File: config.mk
export PLATFORM = sky130hd
export DESIGN_NAME = avs_hram_arbiter_flat
export DESIGN_NICKNAME = d
export VERILOG_FILES = /design/src/rtl/avs_hram_arb_pkg.sv /design/src/rtl/avs_hram_arbiter_if.sv /design/src/rtl/avs_hram_arb_beatcnt.sv /design/src/rtl/avs_hram_arbiter.sv /design/src/flat_wrapper.sv
export SDC_FILE = /design/constraint.sdc
export NUM_CORES = 1
export LEC_CHECK = 0
export ABC_AREA = 1
export BUFFER_PORTS_ARGS = -buffer_cell sky130_fd_sc_hd__buf_2
export CAP_MARGIN = 10
export CORE_MARGIN = 10
export CORE_UTILIZATION = 37
export CTS_CLUSTER_DIAMETER = 50
export DETAILED_ROUTE_END_ITERATION = 6
export PLACE_DENSITY = 0.91
export SYNTH_ARGS = -nofsm -noshare
export SYNTH_HDL_FRONTEND = slang
export SYNTH_SLANG_ARGS = --single-unit
File: constraint.sdc
create_clock -name clk_clk -period 5.4 [get_ports clk_clk]
set_clock_uncertainty 0.15 [all_clocks]
set_input_delay 0.27 -clock clk_clk [delete_from_list [all_inputs] [get_ports clk_clk]]
set_output_delay 0.27 -clock clk_clk [all_outputs]
set_load 0.05 [all_outputs]
File: src/rtl/avs_hram_arb_pkg.sv
// Shared types and widths for the two-requester HyperRAM Avalon arbiter.
package avs_hram_arb_pkg;
  localparam int ADDR_W  = 32;
  localparam int DATA_W  = 16;
  localparam int BURST_W = 11;

  typedef enum logic [1:0] {IDLE, WR_BURST, RD_CMD, RD_DATA} state_t;

  localparam logic [1:0] GRANT_NONE = 2'b00;
  localparam logic [1:0] GRANT_R0   = 2'b01;
  localparam logic [1:0] GRANT_R1   = 2'b10;

  // A zero burstcount still moves one beat.
  function automatic logic [BURST_W-1:0] burst_len(input logic [BURST_W-1:0] bc);
    return (bc == '0) ? BURST_W'(1) : bc;
  endfunction
endpackage

File: src/rtl/avs_hram_arbiter_if.sv
// Avalon-MM burst port; master drives the command, slave answers.
interface avs_hram_arbiter_if;
  import avs_hram_arb_pkg::*;
  logic [ADDR_W-1:0]  address;
  logic               read;
  logic               write;
  logic [DATA_W-1:0]  writedata;
  logic [BURST_W-1:0] burstcount;
  logic               waitrequest;
  logic [DATA_W-1:0]  readdata;
  logic               readdatavalid;

  modport master (output address, read, write, writedata, burstcount,
                  input  waitrequest, readdata, readdatavalid);
  modport slave  (input  address, read, write, writedata, burstcount,
                  output waitrequest, readdata, readdatavalid);
endinterface

File: src/rtl/avs_hram_arb_beatcnt.sv
// Burst beat counter: load burst length, count down on each beat, flag the last one.
module avs_hram_arb_beatcnt
  import avs_hram_arb_pkg::*;
(
  input  logic               clk_i,
  input  logic               rst_i,
  input  logic               load_i,
  input  logic [BURST_W-1:0] burst_i,
  input  logic               dec_i,
  output logic               last_o
);
  logic [BURST_W-1:0] cnt_q, cnt_d;

  always_comb begin
    cnt_d = cnt_q;
    if (load_i)
      cnt_d = burst_len(burst_i);
    else if (dec_i && cnt_q != '0)
      cnt_d = cnt_q - BURST_W'(1);
  end

  always_ff @(posedge clk_i or posedge rst_i) begin
    if (rst_i) cnt_q <= '0;
    else       cnt_q <= cnt_d;
  end

  assign last_o = dec_i && (cnt_q == BURST_W'(1));
endmodule

File: src/rtl/avs_hram_arbiter.sv
// Burst-aware two-requester arbiter in front of the HyperRAM converter slave.
// ARB_FIXED_PRIO_EN: r0 always wins ties instead of round-robin.
module avs_hram_arbiter
  import avs_hram_arb_pkg::*;
(
  input  logic               clk_clk,
  input  logic               reset_reset,
  avs_hram_arbiter_if.slave  r0,
  avs_hram_arbiter_if.slave  r1,
  avs_hram_arbiter_if.master hram,
  output logic [1:0]         grant
);
  localparam int NUM_REQ = 2;

  logic [NUM_REQ-1:0][ADDR_W-1:0]  req_addr;
  logic [NUM_REQ-1:0][DATA_W-1:0]  req_wdata;
  logic [NUM_REQ-1:0][BURST_W-1:0] req_bc;
  logic [NUM_REQ-1:0]              req_rd, req_wr, req, req_wait, req_rdv;

  assign req_addr  = {r1.address,    r0.address};
  assign req_wdata = {r1.writedata,  r0.writedata};
  assign req_bc    = {r1.burstcount, r0.burstcount};
  assign req_rd    = {r1.read,       r0.read};
  assign req_wr    = {r1.write,      r0.write};
  assign req       = req_rd | req_wr;

  state_t state_q, state_d;
  logic   owner_q, owner_d, win;
  logic   load, dec, last, busy, own_wait, own_rdv;

`ifdef ARB_FIXED_PRIO_EN
  assign win = ~req[0];
`else
  // rr_q holds the index favoured on a tie: the one not served last.
  logic rr_q;
  assign win = (req[0] & req[1]) ? rr_q : req[1];

  always_ff @(posedge clk_clk or posedge reset_reset) begin
    if (reset_reset) rr_q <= 1'b0;
    else if (last)   rr_q <= ~owner_q;
  end
`endif

  always_comb begin
    state_d = state_q;
    owner_d = owner_q;
    load    = 1'b0;
    dec     = 1'b0;
    case (state_q)
      IDLE: if (|req) begin
        load    = 1'b1;
        owner_d = win;
        state_d = req_rd[win] ? RD_CMD : WR_BURST;
      end
      WR_BURST: begin
        dec = req_wr[owner_q] & ~hram.waitrequest;
        if (last) state_d = IDLE;
      end
      RD_CMD: begin
        // A beat landing with the accept cycle still counts.
        dec = hram.readdatavalid;
        if (last)                                       state_d = IDLE;
        else if (req_rd[owner_q] && !hram.waitrequest)  state_d = RD_DATA;
      end
      RD_DATA: begin
        dec = hram.readdatavalid;
        if (last) state_d = IDLE;
      end
      default: state_d = IDLE;
    endcase
  end

  always_ff @(posedge clk_clk or posedge reset_reset) begin
    if (reset_reset) begin
      state_q <= IDLE;
      owner_q <= 1'b0;
    end else begin
      state_q <= state_d;
      owner_q <= owner_d;
    end
  end

  avs_hram_arb_beatcnt u_beatcnt (
    .clk_i   (clk_clk),
    .rst_i   (reset_reset),
    .load_i  (load),
    .burst_i (req_bc[win]),
    .dec_i   (dec),
    .last_o  (last)
  );

  assign busy     = (state_q != IDLE);
  assign grant    = busy ? (owner_q ? GRANT_R1 : GRANT_R0) : GRANT_NONE;
  assign own_wait = (state_q == WR_BURST || state_q == RD_CMD) ? hram.waitrequest : 1'b1;
  assign own_rdv  = (state_q == RD_CMD || state_q == RD_DATA) && hram.readdatavalid;

  assign hram.address    = busy ? req_addr[owner_q]  : '0;
  assign hram.writedata  = busy ? req_wdata[owner_q] : '0;
  assign hram.burstcount = busy ? req_bc[owner_q]    : '0;
  assign hram.read       = (state_q == RD_CMD)   && req_rd[owner_q];
  assign hram.write      = (state_q == WR_BURST) && req_wr[owner_q];

  for (genvar i = 0; i < NUM_REQ; i++) begin : g_req
    assign req_wait[i] = grant[i] ? own_wait : 1'b1;
    assign req_rdv[i]  = grant[i] & own_rdv;
  end

  assign r0.waitrequest   = req_wait[0];
  assign r1.waitrequest   = req_wait[1];
  assign r0.readdatavalid = req_rdv[0];
  assign r1.readdatavalid = req_rdv[1];
  assign r0.readdata      = hram.readdata;
  assign r1.readdata      = hram.readdata;
endmodule

File: src/flat_wrapper.sv
// flat-port wrapper written by rule: the top's interface ports become plain ports
module avs_hram_arbiter_flat import avs_hram_arb_pkg::*;
  (clk_clk, reset_reset, grant, r0_address, r0_read, r0_write, r0_writedata, r0_burstcount, r0_waitrequest, r0_readdata, r0_readdatavalid, r1_address, r1_read, r1_write, r1_writedata, r1_burstcount, r1_waitrequest, r1_readdata, r1_readdatavalid, hram_address, hram_read, hram_write, hram_writedata, hram_burstcount, hram_waitrequest, hram_readdata, hram_readdatavalid);
  avs_hram_arbiter_if r0_i ();
  avs_hram_arbiter_if r1_i ();
  avs_hram_arbiter_if hram_i ();
  input  logic clk_clk;
  input  logic reset_reset;
  output logic [1:0] grant;
  input wire logic [$bits(r0_i.address)-1:0] r0_address;
  input wire logic [$bits(r0_i.read)-1:0] r0_read;
  input wire logic [$bits(r0_i.write)-1:0] r0_write;
  input wire logic [$bits(r0_i.writedata)-1:0] r0_writedata;
  input wire logic [$bits(r0_i.burstcount)-1:0] r0_burstcount;
  output wire logic [$bits(r0_i.waitrequest)-1:0] r0_waitrequest;
  output wire logic [$bits(r0_i.readdata)-1:0] r0_readdata;
  output wire logic [$bits(r0_i.readdatavalid)-1:0] r0_readdatavalid;
  input wire logic [$bits(r1_i.address)-1:0] r1_address;
  input wire logic [$bits(r1_i.read)-1:0] r1_read;
  input wire logic [$bits(r1_i.write)-1:0] r1_write;
  input wire logic [$bits(r1_i.writedata)-1:0] r1_writedata;
  input wire logic [$bits(r1_i.burstcount)-1:0] r1_burstcount;
  output wire logic [$bits(r1_i.waitrequest)-1:0] r1_waitrequest;
  output wire logic [$bits(r1_i.readdata)-1:0] r1_readdata;
  output wire logic [$bits(r1_i.readdatavalid)-1:0] r1_readdatavalid;
  output wire logic [$bits(hram_i.address)-1:0] hram_address;
  output wire logic [$bits(hram_i.read)-1:0] hram_read;
  output wire logic [$bits(hram_i.write)-1:0] hram_write;
  output wire logic [$bits(hram_i.writedata)-1:0] hram_writedata;
  output wire logic [$bits(hram_i.burstcount)-1:0] hram_burstcount;
  input wire logic [$bits(hram_i.waitrequest)-1:0] hram_waitrequest;
  input wire logic [$bits(hram_i.readdata)-1:0] hram_readdata;
  input wire logic [$bits(hram_i.readdatavalid)-1:0] hram_readdatavalid;
  assign r0_i.address = r0_address;
  assign r0_i.read = r0_read;
  assign r0_i.write = r0_write;
  assign r0_i.writedata = r0_writedata;
  assign r0_i.burstcount = r0_burstcount;
  assign r0_waitrequest = r0_i.waitrequest;
  assign r0_readdata = r0_i.readdata;
  assign r0_readdatavalid = r0_i.readdatavalid;
  assign r1_i.address = r1_address;
  assign r1_i.read = r1_read;
  assign r1_i.write = r1_write;
  assign r1_i.writedata = r1_writedata;
  assign r1_i.burstcount = r1_burstcount;
  assign r1_waitrequest = r1_i.waitrequest;
  assign r1_readdata = r1_i.readdata;
  assign r1_readdatavalid = r1_i.readdatavalid;
  assign hram_address = hram_i.address;
  assign hram_read = hram_i.read;
  assign hram_write = hram_i.write;
  assign hram_writedata = hram_i.writedata;
  assign hram_burstcount = hram_i.burstcount;
  assign hram_i.waitrequest = hram_waitrequest;
  assign hram_i.readdata = hram_readdata;
  assign hram_i.readdatavalid = hram_readdatavalid;
  avs_hram_arbiter u_core (.clk_clk(clk_clk), .reset_reset(reset_reset), .r0(r0_i), .r1(r1_i), .hram(hram_i), .grant(grant));
endmodule
Yosys cells after proc, flatten, opt, wreduce, memory -nomap -nowiden
Index checks and enable logic that the tools add are counted.
- register bits: 15
- latch bits: 0
- bits in writable memories: 0
- memory bits (read-only): 0
- bits of input ports: 142
- output and inout bits: 99
- word-level logic and storage cells: 75
- memories: 0
- $add $sub $neg: 1
- multiply operators: 0
- div/mod/pow operators: 0
- magnitude comparators: 2
- eq/ne operators: 7
- shift operators: 0
- multiplexer cells: 35
- bitwise operators: 7
- reduce and logical (&&, ||, !) cells: 19
- operators with widths (operator ; count):
    $mux W32 ; 3
    $mux W11 ; 8
    $mux W16 ; 3
    $mux W2 ; 7
    $mux W1 ; 12
    $eq A11 B1 Y1 const B ; 1
    $logic_not A11 Y1 ; 1
    $reduce_bool A11 Y1 ; 1
    $sub A11 B1 Y11 const B ; 1
    $logic_and A1 B1 Y1 ; 6
    $pmux W2 S3 ; 1
    $reduce_or A2 Y1 ; 3
    $and A1 B1 Y1 ; 4
    $eq A2 B2 Y1 const B ; 2
    $lt A1 B2 Y1 const B ; 2
    $ne A2 B1 Y1 const B ; 2
    $reduce_bool A2 Y1 ; 2
    $ne A3 B1 Y1 const B ; 1
    $reduce_and A3 Y1 ; 1
    $eq A2 B1 Y1 const B ; 1
    $logic_not A2 Y1 ; 1
    $logic_or A1 B1 Y1 ; 2
    $not A1 Y1 ; 2
    $or A2 B2 Y2 ; 1
    3 further kinds ; 3

Logic depth before layout (Yosys ltp)
- depth after elaboration: 8
- gate-level depth with buffers: 12
- depth with buffers taken out: 11

Modules after synthesis
Synthesis repeated with hierarchy kept, for this count alone.
- cell total of the unflattened synthesis: 355
- area, all modules: 2287.2 um^2
- modules (own cells, without submodules) (module ; instances ; cells an instance ; area an instance (um^2) ; seq. area each (um^2)):
    avs_hram_arbiter ; 1 ; 216 ; 1393.8 ; 100.1
    avs_hram_arb_beatcnt ; 1 ; 139 ; 893.4 ; 275.3

Least setup slack after synthesis
Ideal clock, no wire load.
- path type: flip-flop to output port
- from: register u_core.state_q[0]
- to: output port hram_burstcount[8]
- arrival time: 2165 ps
- required time: 4980 ps
- setup slack: 2815 ps
- cell stages (with the launch flop): 7
- buffers on the path: 1
- cells stage by stage: dfrtp_1 > inv_1 > ha_1 > clkbuf_2 > nor2_1 > inv_1 > o21ai_0
- word-level cells in the longest chain between the ends: 2
- RTL lines (element ; RTL line ; source):
    start, declared ; avs_hram_arbiter.sv:27 ; state_t state_q, state_d;
    start signal, assigned ; avs_hram_arbiter.sv:78 ; state_q <= state_d;
    $reduce_bool A2 Y1 ; avs_hram_arbiter.sv:92 ; assign busy = (state_q != IDLE);
    $mux W11 ; avs_hram_arbiter.sv:99 ; assign hram.burstcount = busy ? req_bc[owner_q] : '0;
    end, declared ; flat_wrapper.sv:30 ; output wire logic [$bits(hram_i.burstcount)-1:0] hram_burstcount;
No other way between the ends.

Final worst setup path
- from: register u_core.state_q[0]
- to: output port hram_burstcount[10]
Same word-level chain as after synthesis.

==> impl_metrics.json <==
{
  "synth_area_leaders": "a22o_1, dfrtp_1, nand2_1",
  "routed_wl_um": 11630,
  "synth.most_common_cell": "nand2_1",
  "dp_cells": 564,
  "vias_per_cell": 5.330,
  "wl_per_cell_um": 20.40,
  "cts_tree": "yes",
  "p_leak_nw": 1.841,
  "antenna_found_initial": 1,
  "syn-cell-area_mm2": 0.002275,
  "numCtsBuffers": 3,
  "ys_seq_area_share_pct": 16.50,
  "slowest_delay_ps": 610,
  "drtAntennaViolNets": 0,
  "hold_start": "r0_burstcount[8]",
  "drive_gt1_share_pct": 44.33,
  "path_clk_slew_ps": 60,
  "die_h_um": 98.41,
  "syn_nets": 492,
  "arrival_ps": 2610,
  "cts_root_buffer": "clkbuf_8",
  "path_class": "reg -> out",
  "syn_avg_cell_area_um2": 6.632,
  "reg2regPathDepth": 9,
  "hold_buffers": 1,
  "syn_inst": 343,
  "yosysTopAreaCell": "a22o_1",
  "outcome": "finished clean",
  "cp_max_fo": 34,
  "io_pins": 241,
  "tightestPinTransition_ps": 743.6,
  "crit_path_end_kind": "primary output",
  "whs_endpoint": "u_core.u_beatcnt.cnt_q[8]",
  "start_util_pct": 38.19,
  "drc": 0,
  "yosysWarnings": 0,
  "synth_top_area_share_pct": 18.48,
  "power_density_mw_per_mm2": 723.3,
  "intPower_uw": 708.1,
  "grt_setup_unrepaired": "no",
  "yosys_most_used_dff": "dfrtp_1",
  "fin_crit_sh_pct": 56.19,
  "place_ws_ps": 2647,
  "switching_share_pct": 68.30,
  "finalSetupViolCount": 0,
  "synthDistinctLibCells": 35,
  "htreeDepth": 1,
  "crit_path_cell_trace": "inv_1 -> ha_1 -> nor2_4 -> inv_1 -> o22ai_1 -> buf_2",
  "portBuffers": 192,
  "clk_path_buf_depth": 2,
  "clock_latency_ps": 250,
  "grt_max_degree": 35,
  "r2r_setup_slack_ps": 3140,
  "pwr-share-comb_pct": 86.0,
  "p_sw_mw": 1.526,
  "dr_total_vias": 3038,
  "crit_path_start_kind": "flip-flop",
  "p_seq_share_pct": 9.8,
  "grt_usage_pct": 22.04,
  "drv_slew": 0,
  "crit_top_cell": "inv_1",
  "die_area_mm2": 0.009684,
  "max_cap_viol_count": 0,
  "grt_pass1_vias": 3099,
  "crit_slowest_cell": "nor2_4",
  "relSlewSlack_pct": 50.31,
  "fmax_ghz": 0.3295,
  "final_hold_viol_count": 0,
  "tns_ps": 0,
  "core_area_mm2": 0.005956,
  "synth-edff-count": 0,
  "die_w_um": 98.41,
  "reg2reg_from": "u_core.state_q[0]",
  "r2r-end": "u_core.u_beatcnt.cnt_q[8]",
  "worstHoldPathCells": 5,
  "clock-sinks": 15,
  "synthToLayoutAreaGrowth_pct": 35.75,
  "grt_overflow": 0,
  "pwr-share-clk_pct": 4.2,
  "async_flop_share_pct": 100.0,
  "peakVddDrop_mv": 0.4849,
  "cts_setup_buffers": 0,
  "drt_iter0_drc": 160,
  "timing.final.ws_setup_ps": 2366,
  "synth_common_cells": "nand2_1, a22o_1, inv_1",
  "hpwl_um": 10110,
  "routabilityCongestion": 0.8938,
  "worstPathRequired_ps": 4980,
  "dr.pass1.iters": 5,
  "finalNetCount": 644,
  "stdcell_count": 570,
  "grt_pass1_wl_um": 17380,
  "cts_resized": 0,
  "period_needed_ps": 3034,
  "ys_ff_latch": 15,
  "min_path_type": "in -> reg",
  "std_cell_rows": 28
}
-- how the worst max path moves through the flow --
stage	start	endpoint	slack, ps	cells after the start
2_1_floorplan	u_core.state_q[0]	hram_burstcount[8]	2810	6
3_5_place_dp	u_core.state_q[0]	hram_burstcount[9]	2650	6
5_1_grt	u_core.state_q[0]	hram_burstcount[9]	2160	6
4_1_cts	u_core.state_q[0]	hram_burstcount[9]	2380	6
3_3_place_gp	u_core.state_q[0]	hram_burstcount[9]	2820	6
6_report	u_core.state_q[0]	hram_burstcount[10]	2370	6
-- sequential cells by signal, indices dropped and copies added, names as in the netlist --
| register | count |
|---|---|
| u_core.rr_q | 1 |
| u_core.state_q | 2 |
| u_core.u_beatcnt.cnt_q | 11 |
| u_core.owner_q | 1 |
-- power by group through the flow --
| stage | clock, mW | combinational, mW | sequential, mW |
|---|---|---|---|
| 2_1_floorplan | 0 | 1.58 | 0.204 |
| 3_3_place_gp | 0 | 1.88 | 0.213 |
| 3_5_place_dp | 0 | 1.92 | 0.218 |
| 4_1_cts | 0.0928 | 1.92 | 0.217 |
| 5_1_grt | 0.103 | 2.04 | 0.227 |
| 6_report | 0.0939 | 1.92 | 0.219 |
-- kinds of logic (layout without fill, tap and decap cells) --
| group | after synthesis | in the layout | synth area share (%) |
|---|---|---|---|
| other cells | 0 | 1 | 0 |
| xor+xnor | 2 | 2 | 0.7702 |
| compound gates | 95 | 95 | 31.52 |
| flops | 15 | 15 | 16.50 |
| simple gates | 129 | 129 | 25.03 |
| buf+inv | 95 | 246 | 22.33 |
| fa+ha+maj | 7 | 7 | 3.850 |
-- placed cells by master (no fill, tap or decap), drive strengths merged, types with 3 or more instances in the layout --
master / n
nand2: 72
nand3: 24
a22o: 48
inv: 47
o21ai: 26
ha: 7
o211ai: 3
clkbuf: 4
a21oi: 5
nor2: 27
o22ai: 10
buf: 194
dfrtp: 15
-- per-stage QoR --
step	utilization, %	area (um^2)	hold slack [ps]	power (mW)
2_1_floorplan	-	2275	21.48	1.786
3_5_place_dp	50.88	3030	205.0	2.139
5_1_grt	51.85	3088	291.6	2.375
6_report	51.85	3088	279.1	2.234
4_1_cts	51.81	3085	273.3	2.234
3_3_place_gp	50.88	3030	203.7	2.092
-- routing by layer --
layer	up-vias	part of all wire, %	track usage, %
li1	1437	-	-
met1	1416	37	23.39
met2	175	52	40.54
met3	10	9.5	8.104
met4	0	1.7	4.410
met5	-	0	0
-- cell type report --
cell class | instances | area [um^2]
fillers | 598 | 2868
multi-input cells | 233 | 1406
repair buffers | 195 | 985.9
flip-flops and latches | 15 | 375.4
inverters | 47 | 178.9
well taps | 75 | 93.84
clock buffers | 4 | 45.04
diodes | 1 | 2.502
-- worst max-delay path: cells and delay by family (launching register included) --
kind | cells | cell delay [ps]
adder cells (fa/ha/maj) | 1 | 320
AO/OA/AOI/OAI | 1 | 260
buffers and inverters | 3 | 750
flip-flops | 1 | 400
AND/OR/NAND/NOR | 1 | 610
Power figures use the tool's default switching activity.
